$ cat config.mk
export PLATFORM = sky130hd
export DESIGN_NAME = down_counter_timer
export DESIGN_NICKNAME = d
export VERILOG_FILES = /design/src/rtl/down_counter_timer.sv
export SDC_FILE = /design/constraint.sdc
export NUM_CORES = 1
export LEC_CHECK = 0
export CAP_MARGIN = 10
export CORE_AREA = 2 2 39 41
export CTS_BUF_LIST = sky130_fd_sc_hd__clkbuf_8
export CTS_CLUSTER_SIZE = 40
export DETAILED_ROUTE_END_ITERATION = 10
export DIE_AREA = 0 0 41 43
export GPL_TIMING_DRIVEN = 0
export HOLD_SLACK_MARGIN = 0.06
export PLACE_DENSITY = 0.7
export SETUP_SLACK_MARGIN = 0.02
export SYNTH_ARGS = -nofsm -noshare
export SYNTH_HDL_FRONTEND = slang
export SYNTH_SLANG_ARGS = --single-unit
$ cat constraint.sdc
create_clock -name clk_i -period 4.3 [get_ports clk_i]
set_input_delay 1.29 -clock clk_i [delete_from_list [all_inputs] [get_ports clk_i]]
set_output_delay 1.29 -clock clk_i [all_outputs]
set_load 0.01 [all_outputs]
$ cat src/rtl/down_counter_timer.sv
// Programmable down-counter with registered borrow pulse, one-shot or auto-reload operation.
// A borrow is flagged when decrementing from zero; q itself never wraps.
module down_counter_timer #(
  parameter int unsigned WIDTH = 4
) (
  input  logic             clk_i,
  input  logic             rst_i,
  input  logic [WIDTH-1:0] d_i,
  input  logic             load_i,
  input  logic             clear_i,
  input  logic             decr_i,
  input  logic             auto_reload_i,
  output logic [WIDTH-1:0] q_o,
  output logic             b_o,
  output logic             zero_o,
  output logic             running_o
);

  localparam logic [0:0] StIdle = 1'b0;
  localparam logic [0:0] StRun  = 1'b1;

  logic [WIDTH-1:0] q_q, q_d;
  logic [WIDTH-1:0] rld_q, rld_d;
  logic             b_q, b_d;
  logic [0:0]       state_q, state_d;
  logic [WIDTH:0]   dec_val;
  logic             underflow;

  // The extra top bit of the decrement is the borrow; only the low bits ever reach q.
  assign dec_val   = {1'b0, q_q} - {{WIDTH{1'b0}}, 1'b1};
  assign underflow = dec_val[WIDTH];

  always_comb begin
    q_d     = q_q;
    rld_d   = rld_q;
    b_d     = 1'b0;
    state_d = state_q;
    if (clear_i) begin
      q_d     = '0;
      state_d = StIdle;
    end else if (load_i) begin
      q_d     = d_i;
      rld_d   = d_i;
      state_d = StRun;
    end else if (state_q == StRun && decr_i) begin
      if (underflow) begin
        b_d = 1'b1;
        if (auto_reload_i) begin
          q_d = rld_q;
        end else begin
          state_d = StIdle;
        end
      end else begin
        q_d = dec_val[WIDTH-1:0];
      end
    end
  end

  always_ff @(posedge clk_i or posedge rst_i) begin
    if (rst_i) begin
      q_q     <= '0;
      rld_q   <= '0;
      b_q     <= 1'b0;
      state_q <= StIdle;
    end else begin
      q_q     <= q_d;
      rld_q   <= rld_d;
      b_q     <= b_d;
      state_q <= state_d;
    end
  end

  assign q_o       = q_q;
  assign b_o       = b_q;
  assign zero_o    = (q_q == '0);
  assign running_o = (state_q == StRun);

endmodule

==> results.cfg <==
[outcome]
status = finished clean

[synth]
ys_seq_area_frac = 0.454
syn_nets = 71
avgSynthCellArea_um2 = 9.20
synth_edf_count = 0
yosysWarnings = 0
yosysTopAreaCellShare = 0.454
ys_types = 23
synthArstFlopShare = 1.00
synth-seq-cells = 10
synth_area_um2 = 552
post-synth-top-area-cell = dfrtp_1
yosys-top-cells-area = dfrtp_1, nand2_1, inv_1, o2bb2a_4, o21ai_4
synth-main-ff-cell = dfrtp_1
netlist_instances = 60

[sta]
hold_ws_ns = 0.484
max_slew_margin = 0.732
timing.final.crit_period_ns = 3.35
tightest_slew_ns = 0.402
rsz0062_at_grt = false
hold_viol = 0
fin_crit_sh = 0.779
setup_viol = 0
report.final.slew_viol_count = 0
fmax_mhz = 299
finClkSkew_ns = 0.00154
setup_tns_ns = 0

[clocking]
cts_tree = built
cts_sinks = 10
post_cts_buffers = 0
htreeDepth = 1
clk_pin_slew_ns = 0.05
cts_resized = 0
clock_path_buffers = 2
numCtsBuffers = 3
cts_root_buf = clkbuf_8
ctsHoldBuffers = 0
clkLatencyLatePin_ns = 0.24

[drt]
routed-via-count = 503
wire_per_inst_um = 12.6
drc = 0
antenna_left = 0
drt-total-wl_um = 1210
drt-initial-drc-count = 21
drt-pass1-iter-count = 4
via_per_inst = 5.24

[floorplan]
die_y_um = 43
die_w_um = 41
die_area_mm2 = 0.00176
ioPinCount = 17
core_area_mm2 = 0.00138
core.rowCount = 14
initial_core_util = 0.399

[worst_setup_path]
rr_worst_depth = 6
cp_num_buf_inv = 3
cp_slowest_cell = clkdlybuf4s50_1
path_class = register to primary output
arrival_ns = 2.06
crit_start = q_o[0]$_DFFE_PP0P_
worstPathMaxFanout = 6
cp_common_cell = inv_1
endpoint_kind = primary output
cp_num_cells = 5
ff2ff_setup_slack_ns = 2.43
regToRegStartpoint = q_o[0]$_DFFE_PP0P_
cp.required_ns = 3.01
crit_chain = inv_1 -> ha_1 -> or3b_4 -> inv_1 -> clkdlybuf4s50_1
critPathTopFamily = buffers and inverters
startpoint_type = register
reg2reg_to = q_o[3]$_DFFE_PP0P_
cp_slowest_stage_delay_ns = 0.53
worstSetupEndpoint = zero_o

[finish]
nFillCells = 135
diodes = 0
drive_gt1_frac = 0.113
multi_input_area_um2 = 279
final_cell_mix = clkdlybuf4s50_1, nand2_1, dfrtp_1, inv_1, clkbuf_8
syn_to_final_growth_pct = 42.6
seq_area_um2 = 250
finalNonFillerCells = 96
nets = 92
final_common_cell = clkdlybuf4s50_1

[global_route]
grt_usage = 0.176
antenna_found_initial = 0
grt_max_degree = 11
grt_pass1_vias = 465
grt_pass1_wl_um = 2050
gr-total-overflow = 0

[power_and_ir_drop]
peakVddDrop_uv = 157
p_per_area_mw_per_mm2 = 382
p_leak_uw = 0.000359
fin_total_pwr_uw = 300

[placed_design]
hpwl_um = 906
port_buffers = 16
dp_cells = 92
finalWeightedCongestion = 0.744

[min_path]
hp-class = register to register

[run]
drv_cap = 0
Yosys cell counts, types with 2 or more instances:
cell type / instances
o21ai_0: 3
a21oi_1: 3
a31oi_1: 2
nand3_1: 2
and3_1: 2
nor2_1: 3
dfrtp_1: 10
nand2_1: 12
nor3_1: 3
inv_1: 6
nand2b_1: 2
report_power, final:
| part | switching (uW) | leakage [uW] | internal [uW] |
|---|---|---|---|
| clock network | 38.0 | 0.0000288 | 80.6 |
| registers | 8.51 | 0.000128 | 104 |
| logic | 32.6 | 0.000202 | 36.9 |
layout make-up:
cell class	count	share of cell area
Sequential cell	10	0.318
Inverter	6	0.0286
Timing Repair Buffer	16	0.203
Clock buffer	4	0.0700
Tap cell	16	0.0254
Multi-Input combinational cell	44	0.355
registers in the layout, summed over array words and instances (netlist names):
register / cells
b_o: 1
q_o: 4
rld_q: 4
running_o: 1
worst reg2reg max path, cell delays in order, from the launching register on:
cell and delay [ns]:
dfrtp_1 0.41, inv_1 0.10, ha_1 0.23, or3b_4 0.45
o21ai_4 0.21, nor3_1 0.08, o311a_1 0.28
cell families after synthesis:
logic type               synth area share
AND/OR/NAND/NOR                     0.265
adder cells (fa/ha/maj)            0.0227
buffers and inverters              0.0408
flip-flops                          0.454
AO/OA/AOI/OAI                       0.218
routing by layer:
metal | wire (um) | share of wire | track usage
met1 | 562 | 0.46 | 0.228
met2 | 554 | 0.46 | 0.241
met3 | 62 | 0.051 | 0.0524
met4 | 36 | 0.030 | 0.120
met5 | 0 | 0 | 0
worst min-delay path by stage:
stage                              start                    to  slack, ns  depth (start not counted)
finish              rld_q[1]$_DFFE_PP0P_  rld_q[1]$_DFFE_PP0P_       0.48                          2
CTS                 rld_q[1]$_DFFE_PP0P_  rld_q[1]$_DFFE_PP0P_       0.49                          2
floorplan           rld_q[2]$_DFFE_PP0P_  rld_q[2]$_DFFE_PP0P_       0.44                          2
global placement    rld_q[2]$_DFFE_PP0P_  rld_q[2]$_DFFE_PP0P_       0.46                          2
detailed placement  rld_q[1]$_DFFE_PP0P_  rld_q[1]$_DFFE_PP0P_       0.47                          2
global route        rld_q[1]$_DFFE_PP0P_  rld_q[1]$_DFFE_PP0P_       0.52                          2
stage by stage:
step	cell area, um^2	utilization	setup WS [ns]
floorplan	552	-	1.75
global placement	732	0.529	1.21
detailed placement	732	0.529	1.20
CTS	787	0.569	0.941
global route	787	0.569	0.862
finish	787	0.569	0.950
(Power assumes the default switching activity.)
